`src/rtl/rr_mux_arbiter_pkg.sv`:
```
// Shared types and constants for the round-robin mux arbiter.
package rr_mux_arbiter_pkg;

  localparam int NUM_REQ = 4;

  typedef enum logic {
    IDLE  = 1'b0,
    GRANT = 1'b1
  } state_t;

endpackage

```
`src/rtl/rr_mux_arbiter_rr_pick.sv`:
```
// Rotated priority pick: first set bit of valid starting at ptr, wrapping mod 4.
module rr_pick
  import rr_mux_arbiter_pkg::*;
(
  input  logic [NUM_REQ-1:0] valid,
  input  logic [1:0]         ptr,
  output logic [1:0]         index,
  output logic               any
);

  // Walk offsets from farthest to nearest so the nearest set bit wins.
  always_comb begin
    logic [1:0] cand;
    index = ptr;
    any   = |valid;
    for (int k = NUM_REQ - 1; k >= 0; k--) begin
      cand = ptr + 2'(k);
      if (valid[cand]) index = cand;
    end
  end

endmodule

```
`src/rtl/rr_mux_arbiter.sv`:
```
// Four-way round-robin arbiter muxing one requester at a time onto a single
// valid/ready output, holding each grant for up to MAX_BURST beats.
module rr_mux_arbiter
  import rr_mux_arbiter_pkg::*;
#(
  parameter int WIDTH     = 8,
  parameter int MAX_BURST = 4
) (
  input  logic                clk,
  input  logic                rst_n,
  input  logic [NUM_REQ-1:0]  in_valid,
  input  logic [WIDTH-1:0]    in0,
  input  logic [WIDTH-1:0]    in1,
  input  logic [WIDTH-1:0]    in2,
  input  logic [WIDTH-1:0]    in3,
  output logic [NUM_REQ-1:0]  in_ready,
  output logic                out_valid,
  output logic [WIDTH-1:0]    out_data,
  input  logic                out_ready,
  output logic [1:0]          grant_sel,
  output logic                busy
);

  // One extra bit so MAX_BURST==1 still yields a legal, nonzero width.
  localparam int CNT_W = $clog2(MAX_BURST) + 1;
  localparam logic [CNT_W-1:0] LAST_BEAT = CNT_W'(MAX_BURST - 1);

  state_t             state, state_nxt;
  logic [1:0]         ptr, ptr_nxt;
  logic [1:0]         sel_nxt;
  logic [CNT_W-1:0]   beat_cnt, beat_cnt_nxt;

  logic [1:0]         pick_idx;
  logic               pick_any;
  logic               sel_valid;
  logic               xfer;
  logic [NUM_REQ-1:0][WIDTH-1:0] ins;

  rr_pick u_pick (
    .valid (in_valid),
    .ptr   (ptr),
    .index (pick_idx),
    .any   (pick_any)
  );

  assign ins       = {in3, in2, in1, in0};
  assign busy      = (state == GRANT);
  assign sel_valid = in_valid[grant_sel];
  assign out_valid = busy && sel_valid;
  assign out_data  = ins[grant_sel];
  assign xfer      = out_valid && out_ready;

  // Only the granted requester sees downstream ready; everyone else is held off.
  always_comb begin
    in_ready = '0;
    if (busy) in_ready[grant_sel] = out_ready;
  end

  // Next-state: arbitrate in IDLE, count beats and release in GRANT.
  always_comb begin
    state_nxt    = state;
    ptr_nxt      = ptr;
    sel_nxt      = grant_sel;
    beat_cnt_nxt = beat_cnt;
    unique case (state)
      IDLE: begin
        if (pick_any) begin
          sel_nxt   = pick_idx;
          state_nxt = GRANT;
        end
      end
      GRANT: begin
        // Requester dropping valid or finishing its burst both end the grant.
        if (!sel_valid || (xfer && beat_cnt == LAST_BEAT)) begin
          state_nxt    = IDLE;
          ptr_nxt      = grant_sel + 2'd1;
          beat_cnt_nxt = '0;
        end else if (xfer) begin
          beat_cnt_nxt = beat_cnt + 1'b1;
        end
      end
      default: state_nxt = IDLE;
    endcase
  end

  // State register with synchronous active-low reset.
  always_ff @(posedge clk) begin
    if (!rst_n) begin
      state     <= IDLE;
      ptr       <= '0;
      grant_sel <= '0;
      beat_cnt  <= '0;
    end else begin
      state     <= state_nxt;
      ptr       <= ptr_nxt;
      grant_sel <= sel_nxt;
      beat_cnt  <= beat_cnt_nxt;
    end
  end

endmodule

```
`config.mk`:
```
export PLATFORM = sky130hd
export DESIGN_NAME = rr_mux_arbiter
export DESIGN_NICKNAME = d
export VERILOG_FILES = /design/src/rtl/rr_mux_arbiter_pkg.sv /design/src/rtl/rr_mux_arbiter_rr_pick.sv /design/src/rtl/rr_mux_arbiter.sv
export SDC_FILE = /design/constraint.sdc
export NUM_CORES = 1
export LEC_CHECK = 0
export CORE_MARGIN = 2
export CORE_UTILIZATION = 33
export DETAILED_ROUTE_END_ITERATION = 10
export HOLD_SLACK_MARGIN = 0.1
export MAX_ROUTING_LAYER = met4
export PLACE_DENSITY = 0.79
export SETUP_SLACK_MARGIN = 0.15
export SLEW_MARGIN = 15
export SYNTH_ARGS = -nofsm -noshare
export SYNTH_HDL_FRONTEND = slang
export SYNTH_SLANG_ARGS = --single-unit
```
`constraint.sdc`:
```
create_clock -name clk -period 2.4 [get_ports clk]
set_clock_uncertainty 0.2 [all_clocks]
set_input_delay 0.6 -clock clk [delete_from_list [all_inputs] [get_ports clk]]
set_output_delay 0.6 -clock clk [all_outputs]
set_load 0.02 [all_outputs]
```
==> impl_metrics.toml, run 1 <==
[run_status]
status = "finished clean"

[sta]
rsz0062_at_grt = "true"
relSlewSlack_pct = 68.6
fmax_ghz = 0.439
timing.hold.ws_ps = 281
tightestPinTransition_ps = 467
finalSetupTns_ps = 0
setup-violations-final = 0
fin_crit_ps = 2280
finalHoldViolations = 0
finalCritPeriodShare_pct = 95.0
drv_slew = 0

[drt]
viasPerCell = 5.35
drt_iter0_drc = 24
vias = 866
drt_first_pass_iters = 4
drc = 0
ant_nets = 0
drt-total-wl_um = 2380
avgRoutedWirePerCell_um = 14.7

[grt]
grt_pass1_vias = 831
overflow = 0
grt_start_max_net_pins = 14
grt_usage_pct = 20.6
grt_pass1_wl_um = 3910
antenna_found_initial = 0

[synth]
synth-main-ff-cell = "dfxtp_1"
syn_inst = 70
synthTopCellsByArea = "mux4_2 (28%), dfxtp_1 (22%), ha_1 (10%)"
synth_cell_type_count = 25
yosys.area.top_type_share_pct = 27.9
syn-num-nets = 115
synth-seq-cells = 8
async_flop_share_pct = 0
yosysTopAreaCell = "mux4_2"
ys_seq_area_share_pct = 22.1
syn_avg_cell_area_um2 = 10.4
synth_edf_count = 0
syn-cell-area_um2 = 726
yosysWarnings = 0

[layout]
final_cell_area_mm2 = 0.00136
final_util_pct = 67.4
syn_to_final_growth_pct = 87.8
num_antenna_cells = 0
fillers = 179
multiInputGateArea_um2 = 526
drive_above_1_share_pct = 34.1
nNetsFinal = 182
ff_latch_area_um2 = 165

[setup_path]
reg2reg_slack_ps = 570
startpoint_type = "input pin"
end_kind = "output port"
critical_path.max_stage_delay_ps = 480
crit_end = "out_valid"
crit_arrival_ps = 1480
cp_num_cells = 4
worstPathMaxFanout = 2
regToRegStartpoint = "grant_sel[0]$_SDFFE_PN0P_"
crit_type = "in -> out"
path_delay_family = "multiplexers"
reg2regPathDepth = 5
r2r_end = "beat_cnt[0]$_SDFFE_PN0P_"
path_cells = "buf_2 -> mux4_2 -> and2_4 -> buf_6"
cp-startpoint = "in_valid[0]"
critPathRequiredTime_ps = 1600
crit_slowest_cell = "mux4_2"
path_buf_inv = 2

[placed_design]
placed_cell_area_mm2 = 0.00137
globalplace.congestion = 0.864
place_hpwl_um = 2020
port_buffers = 54

[cts]
numCtsBuffers = 3
hold_buffers = 0
cts_root_buffer = "clkbuf_4"
cts_setup_buffers = 0
h-tree-depth = 1
cts.clk_slew.worst_paths_ps = 50
cts_max_path_buffers = 2
cts_sinks = 8
clk_latency_ps = 260
cts_tree = "yes"
cts_resized = 132

[pwr]
power_leakage_nw = 0.640
ir_drop_mv = 0.311
powerDensity_mw_per_mm2 = 388
finalPower_w = 0.000528

[floorplan]
die_h_um = 50.9
initial_core_util_pct = 35.9
fp-row-count = 16
fp.dieW_um = 50.9
core_area_mm2 = 0.00202
dieArea_mm2 = 0.00259
ioPinCount = 55

[worst_hold_path]
hold_class = "reg -> reg"

[run]
maxCapViolations = 0
Yosys cell counts, types with 2 or more instances:
library cell  instances
mux4_2                9
nand2_1               4
inv_1                 8
and3_1                4
ha_1                  6
clkbuf_1              2
nor2_1                4
a21boi_1              2
o221ai_1              2
a211o_1               2
a22o_1                2
o21ai_0               5
dfxtp_1               8
report_power, final:
part	total [W]	switching, W	internal, W
sequential	0.000157	0.0000149	0.000143
combinational	0.000267	0.000110	0.000157
clock	0.000104	0.0000467	0.0000573
total	0.000528	0.000172	0.000356
registers in the layout (all words and copies together), names as in the netlist:
register and count:
busy 1, ptr 2, beat_cnt 3, grant_sel 2
layout by cell type, fill, tap and decap left out, types with 2 or more instances in the layout:
master and instances:
clkbuf_4 3, nor2_1 4, buf_4 10, a21boi_1 2, mux4_2 9, ha_1 6, and3_1 4, clkdlybuf4s50_1 3
o221ai_1 2, clkdlybuf4s15_1 9, inv_1 8, buf_2 5, a211o_1 2, dfxtp_1 6, o21ai_0 5, nand2_1 4
dlygate4sd2_1 25, buf_6 13, a22o_1 2
stage by stage:
step / std cells / worst slack (ps)
final: 162 / 121
after global routing: 162 / 100
after CTS: 162 / 96.1
after detailed placement: 159 / -638
after global placement: 159 / -621
after floorplan: 70 / 218
metal layers:
metal  global-route usage [%]  vias to the layer above  part of all wire (%)
met2                     38.2                       58                    52
met4                     4.05                        0                  0.50
met3                     6.73                        5                    11
met1                     21.2                      401                    36
li1                         -                      402                     -
met5                        -                        -                     0
layout make-up:
class | count | share of cell area (%)
sequential | 8 | 12.1
clock buffer | 3 | 1.65
multi-input combinational | 51 | 38.6
tap | 27 | 2.48
timing repair buffer | 65 | 43.0
inverter | 8 | 2.20
logic make-up after synthesis:
| group | synth area share (%) |
|---|---|
| simple gates | 15.0 |
| compound gates | 17.2 |
| buf+inv | 5.86 |
| mux | 29.5 |
| flops | 22.1 |
| fa+ha+maj | 10.3 |
worst min-delay path by stage:
stage | from | end | slack [ps] | cells after the start
3_3_place_gp | beat_cnt[2]$_SDFFE_PN0P_ | beat_cnt[2]$_SDFFE_PN0P_ | 270 | 1
5_1_grt | beat_cnt[2]$_SDFFE_PN0P_ | beat_cnt[2]$_SDFFE_PN0P_ | 310 | 1
6_report | beat_cnt[2]$_SDFFE_PN0P_ | beat_cnt[2]$_SDFFE_PN0P_ | 280 | 1
2_1_floorplan | beat_cnt[2]$_SDFFE_PN0P_ | beat_cnt[2]$_SDFFE_PN0P_ | 250 | 1
4_1_cts | beat_cnt[2]$_SDFFE_PN0P_ | beat_cnt[2]$_SDFFE_PN0P_ | 290 | 1
3_5_place_dp | beat_cnt[2]$_SDFFE_PN0P_ | beat_cnt[2]$_SDFFE_PN0P_ | 280 | 1
Power figures use the tool's default switching activity.
==> run 2, diff against run 1 <==
MAX_ROUTING_LAYER = not set   (was met4)
==> results of run 2 <==
Same layout as run 1: the final DEF is identical, and so are final timing and power.
Among the figures that moved: final weighted congestion in routability-driven placement 0.864 -> 0.851; overall routing resource usage 20.6% -> 20.0%
==> run 3, diff against run 2 <==
CTS_CLUSTER_SIZE = 30   (was not set)
==> results of run 3 <==
Same layout as run 1: the final DEF is identical, and so are final timing and power.
Among the figures that moved: final weighted congestion in routability-driven placement 0.864 -> 0.851; overall routing resource usage 20.6% -> 20.0%
